### config.mk
export PLATFORM = sky130hd
export DESIGN_NAME = output_buffer
export DESIGN_NICKNAME = d
export VERILOG_FILES = /design/src/rtl/output_buffer_pkg.sv /design/src/rtl/sync_fifo_mem.sv /design/src/rtl/output_buffer.sv
export SDC_FILE = /design/constraint.sdc
export NUM_CORES = 1
export LEC_CHECK = 0
export BUFFER_PORTS_ARGS = -buffer_cell sky130_fd_sc_hd__buf_4
export CORE_MARGIN = 5
export CORE_UTILIZATION = 53
export DETAILED_ROUTE_END_ITERATION = 8
export GPL_ROUTABILITY_DRIVEN = 1
export PLACE_DENSITY = 0.81
export SLEW_MARGIN = 20
export SYNTH_ARGS = -nofsm -noshare
export SYNTH_HDL_FRONTEND = slang
export SYNTH_HIERARCHICAL = 1
export SYNTH_SLANG_ARGS = --single-unit
export TNS_END_PERCENT = 50
### constraint.sdc
create_clock -name clk -period 3.5 [get_ports clk]
set_input_delay 0.875 -clock clk [delete_from_list [all_inputs] [get_ports clk]]
set_output_delay 0.875 -clock clk [all_outputs]
set_load 0.03 [all_outputs]
### src/rtl/output_buffer_pkg.sv
// Shared constants and helpers for the decrypted-stream output buffer.
// Holds the default character width, the end-of-message code and the level-width function.
package output_buffer_pkg;

    localparam int unsigned SYS_DWIDTH_DEF = 8;
    localparam logic [7:0]  EOM_CHAR_DEF   = 8'hFA;
    localparam int unsigned MSG_LEN_W      = 8;

    // A level counter must represent 0..depth inclusive, hence one bit above the pointer width.
    function automatic int unsigned level_width(input int unsigned depth);
        return $clog2(depth) + 1;
    endfunction

endpackage

### src/rtl/sync_fifo_mem.sv
// DEPTH x DWIDTH storage array: one synchronous write port, one asynchronous read port.
// Contents are deliberately not reset.
module sync_fifo_mem
    import output_buffer_pkg::*;
#(
    parameter int unsigned DWIDTH = SYS_DWIDTH_DEF,
    parameter int unsigned DEPTH  = 16
) (
    input  logic                     clk,
    input  logic                     we,
    input  logic [$clog2(DEPTH)-1:0] waddr,
    input  logic [DWIDTH-1:0]        wdata,
    input  logic [$clog2(DEPTH)-1:0] raddr,
    output logic [DWIDTH-1:0]        rdata
);

    logic [DWIDTH-1:0] mem_q [DEPTH];

    always_ff @(posedge clk) begin
        if (we) begin
            mem_q[waddr] <= wdata;
        end
    end

    assign rdata = mem_q[raddr];

endmodule

### src/rtl/output_buffer.sv
// Output FIFO for the decrypted character stream, with overflow tracking and
// end-of-message detection that reports the length of each completed message.
module output_buffer
    import output_buffer_pkg::*;
#(
    parameter int unsigned            SYS_DWIDTH = SYS_DWIDTH_DEF,
    parameter int unsigned            DEPTH      = 16,
    parameter logic [SYS_DWIDTH-1:0]  EOM_CHAR   = SYS_DWIDTH'(EOM_CHAR_DEF)
) (
    input  logic                          clk,
    input  logic                          rst_n,
    input  logic [SYS_DWIDTH-1:0]         data_i,
    input  logic                          valid_i,
    output logic [SYS_DWIDTH-1:0]         data_o,
    output logic                          valid_o,
    input  logic                          ready_i,
    output logic [level_width(DEPTH)-1:0] level,
    output logic                          full,
    output logic                          empty,
    output logic                          overflow,
    output logic                          msg_done,
    output logic [MSG_LEN_W-1:0]          msg_len
);

    localparam int unsigned           AW        = $clog2(DEPTH);
    localparam int unsigned           LW        = level_width(DEPTH);
    localparam logic [LW-1:0]         LevelFull = LW'(DEPTH);
    localparam logic [MSG_LEN_W-1:0]  CntMax    = '1;

    logic [AW-1:0]        wr_ptr_q, wr_ptr_d;
    logic [AW-1:0]        rd_ptr_q, rd_ptr_d;
    logic [LW-1:0]        level_q, level_d;
    logic                 overflow_q, overflow_d;
    logic [MSG_LEN_W-1:0] cnt_q, cnt_d;
    logic [MSG_LEN_W-1:0] msg_len_q, msg_len_d;
    logic                 msg_done_q, msg_done_d;

    logic push, pop, drop, is_eom;

    assign full    = (level_q == LevelFull);
    assign empty   = (level_q == '0);
    assign valid_o = ~empty;
    assign level   = level_q;

    // A pop frees a slot in the same cycle, so a full FIFO still accepts a concurrent push.
    assign pop    = valid_o & ready_i;
    assign push   = valid_i & (~full | pop);
    assign drop   = valid_i & ~push;
    assign is_eom = (data_i == EOM_CHAR);

    always_comb begin
        wr_ptr_d   = wr_ptr_q;
        rd_ptr_d   = rd_ptr_q;
        level_d    = level_q;
        overflow_d = overflow_q;
        cnt_d      = cnt_q;
        msg_len_d  = msg_len_q;
        msg_done_d = 1'b0;

        if (push) begin
            wr_ptr_d = wr_ptr_q + 1'b1;
        end
        if (pop) begin
            rd_ptr_d = rd_ptr_q + 1'b1;
        end

        unique case ({push, pop})
            2'b10:   level_d = level_q + LW'(1);
            2'b01:   level_d = level_q - LW'(1);
            default: level_d = level_q;
        endcase

        if (drop) begin
            overflow_d = 1'b1;
        end

        // Dropped characters, including a dropped terminator, leave the message state untouched.
        if (push) begin
            if (is_eom) begin
                msg_len_d  = cnt_q;
                cnt_d      = '0;
                msg_done_d = 1'b1;
            end else if (cnt_q != CntMax) begin
                cnt_d = cnt_q + 1'b1;
            end
        end
    end

    always_ff @(posedge clk or negedge rst_n) begin
        if (!rst_n) begin
            wr_ptr_q   <= '0;
            rd_ptr_q   <= '0;
            level_q    <= '0;
            overflow_q <= 1'b0;
            cnt_q      <= '0;
            msg_len_q  <= '0;
            msg_done_q <= 1'b0;
        end else begin
            wr_ptr_q   <= wr_ptr_d;
            rd_ptr_q   <= rd_ptr_d;
            level_q    <= level_d;
            overflow_q <= overflow_d;
            cnt_q      <= cnt_d;
            msg_len_q  <= msg_len_d;
            msg_done_q <= msg_done_d;
        end
    end

    assign overflow = overflow_q;
    assign msg_done = msg_done_q;
    assign msg_len  = msg_len_q;

    sync_fifo_mem #(
        .DWIDTH (SYS_DWIDTH),
        .DEPTH  (DEPTH)
    ) u_mem (
        .clk   (clk),
        .we    (push),
        .waddr (wr_ptr_q),
        .wdata (data_i),
        .raddr (rd_ptr_q),
        .rdata (data_o)
    );

endmodule

==> results of run 1 <==
[layout by cell type (no fill, tap or decap), types with 2 or more instances in the layout]
cell	netlist	layout
edfxtp_1	128	128
buf_4	1	56
nand2_1	39	39
dfrtp_1	31	30
nor2_1	21	21
mux4_2	18	18
clkbuf_16	0	17
a22oi_1	16	16
mux4_1	14	14
nand3_1	12	12
xnor2_1	8	8
inv_1	6	6
ha_1	6	6
xor2_1	5	5
nor3_1	5	5
nand2b_1	4	4
nor2b_1	4	4
a21oi_1	4	4
o21ai_0	4	4
clkinv_2	0	4
and2_1	3	3
inv_6	0	3
mux2_2	2	2
a21o_1	2	2
mux2_4	2	2
nand4_1	2	2
o211ai_1	2	2
clkinv_1	0	2
clkinvlp_4	0	2
clkinv_4	0	2
nand3b_1	2	2
[kinds of logic after synthesis]
kind of cell | count (synthesis) | synth area share [%]
AO/OA/AOI/OAI | 36 | 4.15
XOR/XNOR | 13 | 1.73
adder cells (fa/ha/maj) | 7 | 1.45
buffers and inverters | 18 | 1.81
flip-flops | 159 | 70.4
multiplexers | 37 | 12.7
AND/OR/NAND/NOR | 103 | 7.77
[Yosys cell counts, types with 2 or more instances]
master	count
o211ai_1	2
xor2_1	5
clkdlybuf4s25_2	3
nand3_1	12
o21ai_0	4
nand2_1	39
mux2_2	2
buf_2	5
mux4_2	18
a21o_1	2
nand4_1	2
a21oi_1	4
nor3_1	5
a22oi_1	16
mux2_4	2
edfxtp_1	128
nand3b_1	2
inv_1	6
nor2b_1	4
dfrtp_1	31
and2_1	3
ha_1	6
nor2_1	21
mux4_1	14
buf_6	3
nand2b_1	4
xnor2_1	8
[worst max-delay path: cells and delay by family, from the launching register on]
| kind | cells | cell delay [ps] |
|---|---|---|
| DFF | 1 | 480 |
| muxes | 1 | 590 |
| and+or+nand+nor | 1 | 80 |
| AOI/OAI and AO/OA | 1 | 240 |
| buffers and inverters | 2 | 460 |
[registers in the layout (all words and copies together) (netlist names)]
register	cells
cnt_q	8
level	5
msg_done	1
msg_len	8
overflow	1
rd_ptr_q	4
u_mem/mem_q	128
wr_ptr_q	4
[power groups by stage]
stage	clock, mW	sequential [mW]	combinational (mW)
after floorplan	0	2.62	1.41
after global placement	0	2.58	2.02
after detailed placement	0	2.61	2.07
after CTS	1.74	2.58	2.09
after global routing	1.82	2.61	2.22
final	1.70	2.57	2.05
[metal layers]
metal,global-route usage (%),vias to the layer above,routed length (um)
met4,5.95,0,166
met3,5.08,13,737
met5,0,-,0
li1,-,1597,-
met1,25.2,1773,5330
met2,30.9,110,6510
[metrics by stage]
step                power, mW  std cells  utilization [%]
global placement         4.60        586             59.0
CTS                      6.40        618             63.6
finish                   6.32        618             63.6
global route             6.65        618             63.6
detailed placement       4.67        586             59.0
floorplan                4.02        373                -
[worst paths after layout]
path                               end  slack (ps)
max in group asynchronous  rd_ptr_q[0]        2800
max reg2reg                   level[4]         780
max                          data_o[5]         350
min reg2reg                 msg_len[2]         480
min                           level[3]         390
min in group clk            msg_len[2]         480
[final cells by class]
| class | count | share of cell area (%) |
|---|---|---|
| sequential | 159 | 60.3 |
| clock inverter | 14 | 1.52 |
| clock buffer | 18 | 5.60 |
| tap | 168 | 2.74 |
| multi-input combinational | 196 | 23.8 |
| inverter | 6 | 0.294 |
| timing repair buffer | 57 | 5.74 |
==> impl_metrics.ini, run 1 <==
[clock_tree]
cts_tree = yes
ctsHoldBuffers = 0
h-tree-depth = 4
cts.root.buffer_cell = clkbuf_16
ctsResizeCount = 0
cts.clk_slew.worst_paths_ps = 60
clock_latency_ps = 420
clk_path_buf_depth = 2
cts_setup_buffers = 0
clock_sinks = 159
numCtsBuffers = 17

[worst_setup_path]
end_kind = primary output
cpMostUsedCell = buf_4
worstSetupStartpointType = flop
crit_path_start = rd_ptr_q[0]
crit_fanout = 11
critPathMaxStageDelay_ps = 590
slowest_stage = mux4_1
crit_chain = buf_4, mux4_1, a22oi_1, nand2_1, buf_4
crit_type = flop to primary output
reg2reg_from = level[0]
rr_worst_depth = 9
cp.required_ps = 2620
arrival_ps = 2270

[pwr]
p_sw_mw = 2.10
vdd_drop_max_uv = 459
clockPowerShare_pct = 26.8
power.internal_mw = 4.22
swShare_pct = 33.2
cellPowerDensity_nw_per_um2 = 825
p_leak_nw = 2.84
power.share.combinational_pct = 32.5
sequentialPowerShare_pct = 40.7

[die]
start_util_pct = 54.4
placementRows = 40
die-height_um = 121
die-area_um2 = 14700
coreArea_um2 = 12100
io_pins = 38
die_w_um = 121

[sta]
fin_ws_ps = 350
max_freq_mhz = 317
hold_viol_final = 0
grt_setup_unrepaired = no
skew_ps = 6.40
drv_slew = 0
tns_ps = 0
fin_crit_ps = 3150
fin_crit_sh_pct = 90.0
worstMarginPinSlew_ps = 876
setup_viol = 0
fin_hold_ws_ps = 387
slew_headroom_pct = 41.5

[route]
via_per_inst = 5.65
firstDrtPassIters = 4
remaining_drc_errors = 0
drt-wirelength-per-cell_um = 20.6
vias = 3493
wirelength_um = 12700
drtIter0Drc = 301
final_antenna_net_count = 0

[placement]
preCtsSetupSlack_ps = 766
dp_hpwl_um = 8200
place_congestion = 0.773
port_buffers = 37
postPlaceCellArea_um2 = 7120

[synthesis]
synth_area_um2 = 6570
synthCells = 373
synthDistinctLibCells = 49
synth_edf_count = 128
syn_nets = 392
ys_top_cells_by_area = edfxtp_1 59%, dfrtp_1 12%, mux4_2 6.2%, mux4_1 5.6%, nand2_1 2.2%
synth-seq-area-share_pct = 70.4
synth-async-reset-ratio_pct = 19.5
yosysTopAreaCellShare_pct = 58.5
synth_seq_cells = 159
yosys.area.top_type = edfxtp_1
yosysWarnings = 6
synthFlopType = edfxtp_1
synth_area_per_cell_um2 = 17.6

[cells_and_area]
nNetsFinal = 456
drive_gt1_share_pct = 26.4
syn_to_final_growth_pct = 16.8
regArea_um2 = 4620
multi_input_area_um2 = 1830
nFillCells = 839
n_antenna_cell = 0
finalInstanceArea_um2 = 7670

[min_path]
min_path_type = input port to asynchronous set/reset pin

[outcome]
status = complete, no violations

[global_route]
grt_pass1_wl_um = 20400
grt_max_degree = 36
antenna_found_initial = 0
grt_pass1_vias = 3647
overflow = 0
track_usage_pct = 19.0

[flow_run]
max-cap-violations = 0
(Power assumes the default switching activity.)
==> inputs of run 2 (changes only) <==
--- a/config.mk
+++ b/config.mk
@@ -10,7 +10,9 @@
 export CORE_UTILIZATION = 53
 export DETAILED_ROUTE_END_ITERATION = 8
 export GPL_ROUTABILITY_DRIVEN = 1
+export GPL_TIMING_DRIVEN = 0
 export PLACE_DENSITY = 0.81
+export REMOVE_ABC_BUFFERS = 1
 export SLEW_MARGIN = 20
 export SYNTH_ARGS = -nofsm -noshare
 export SYNTH_HDL_FRONTEND = slang
==> impl_metrics.ini, run 2 (synthesized netlist as in run 1, its figures left out) <==
[die]
coreArea_um2 = 12100
io_pins = 38
placementRows = 40
die_w_um = 121
die-height_um = 121
start_util_pct = 54.4
die-area_um2 = 14700

[cells_and_area]
regArea_um2 = 4620
utilization_pct = 63.2
final_cell_mix = 128 x edfxtp_1, 39 x nand2_1, 38 x buf_4
syn_to_final_growth_pct = 16.1
drive_gt1_share_pct = 24.1
largest_register = u_mem/mem_q
nFillCells = 784
layout_commonest_cell = edfxtp_1
n_antenna_cell = 0
largest_reg_flops = 128
multi_input_area_um2 = 1850
finalInstanceArea_um2 = 7630
nNetsFinal = 438

[sta]
worstMarginPinSlew_ps = 900
fin_crit_sh_pct = 96.1
fin_hold_ws_ps = 397
setup_viol = 0
drv_slew = 0
slew_headroom_pct = 39.8
hold_viol_final = 0
skew_ps = 7.11
max_freq_mhz = 297
grt_setup_unrepaired = no
tns_ps = 0
fin_crit_ps = 3360

[clock_tree]
numCtsBuffers = 17
h-tree-depth = 4
cts_setup_buffers = 0
clk_path_buf_depth = 2
clock_latency_ps = 410
ctsResizeCount = 1
cts.clk_slew.worst_paths_ps = 60
cts.root.buffer_cell = clkbuf_16
ctsHoldBuffers = 0
clock_sinks = 159
cts_tree = yes

[worst_setup_path]
cp.required_ps = 2620
worstSetupStartpointType = flop
crit_type = flop to primary output
crit_fanout = 21
reg2reg_from = level[4]
end_kind = primary output
crit_path_start = rd_ptr_q[0]
arrival_ps = 2490

[route]
wirelength_um = 13000
firstDrtPassIters = 5
final_antenna_net_count = 0
via_per_inst = 5.83
drtIter0Drc = 368
vias = 3500
remaining_drc_errors = 0
drt-wirelength-per-cell_um = 21.6

[min_path]
min_path_type = input port to asynchronous set/reset pin

[pwr]
cellPowerDensity_nw_per_um2 = 853
vdd_drop_max_uv = 384
p_leak_nw = 2.77

[outcome]
status = complete, no violations

[global_route]
track_usage_pct = 18.7
grt_pass1_wl_um = 20300
grt_pass1_vias = 3551
overflow = 0
grt_max_degree = 36
antenna_found_initial = 0

[flow_run]
max-cap-violations = 0

[placement]
port_buffers = 37
postPlaceCellArea_um2 = 7020
dp_hpwl_um = 8080
place_congestion = 0.829
run 2: cell types whose count changed in the layout (fill, tap and decap cells not counted), moves of 2 or more:
cell / change
bufinv_16: +3
nor3_1: -4
inv_6: -3
nor3_2: +4
clkinv_2: -3
clkbuf_1: +2
buf_4: -18
run 2: worst max-delay path, stage by stage, from the launching register on:
cell	delay, ps
dfrtp_4	690
buf_16	220
mux4_1	570
a22oi_1	250
nand2_1	130
buf_4	190
run 2: stage by stage:
| step | power [mW] | std cells | setup slack [ps] |
|---|---|---|---|
| after global routing | 6.81 | 600 | 10.5 |
| after CTS | 6.54 | 600 | 126 |
| after global placement | 4.52 | 566 | -631 |
| final | 6.50 | 600 | 138 |
| after detailed placement | 4.65 | 568 | -152 |
| after floorplan | 3.94 | 361 | 253 |
run 2: final timing paths:
check	end	slack, ps	cells past startpoint
setup / recovery	data_o[2]	140	5
hold / removal	cnt_q[6]	400	1
setup reg to reg	u_mem/mem_q[3][5]	610	4
hold reg to reg	msg_len[5]	480	2
max in group asynchronous	rd_ptr_q[0]	2780	1
min in group clk	msg_len[5]	480	2
run 2: layout make-up:
class                      count  area share (%)
timing repair buffer          39            4.10
clock buffer                  20            5.73
tap                          168            2.76
multi-input combinational    196            24.3
inverter                       6           0.295
sequential                   159            60.6
clock inverter                12            2.20
run 2: report_power, final:
group / leakage, nW / switching [mW] / internal (mW)
Sequential: 1.54 / 0.372 / 2.34
Clock: 0.283 / 0.685 / 1.18
Combinational: 0.940 / 1.04 / 0.887
Total: 2.77 / 2.09 / 4.41
run 2: routing by layer:
metal	part of all wire, %	vias up	wire length [um]	global-route usage [%]
li1	-	1553	-	-
met1	41	1798	5310	25.3
met2	51	132	6580	30.3
met3	6.4	17	831	3.82
met4	1.7	0	222	6.51
met5	0	-	0	0
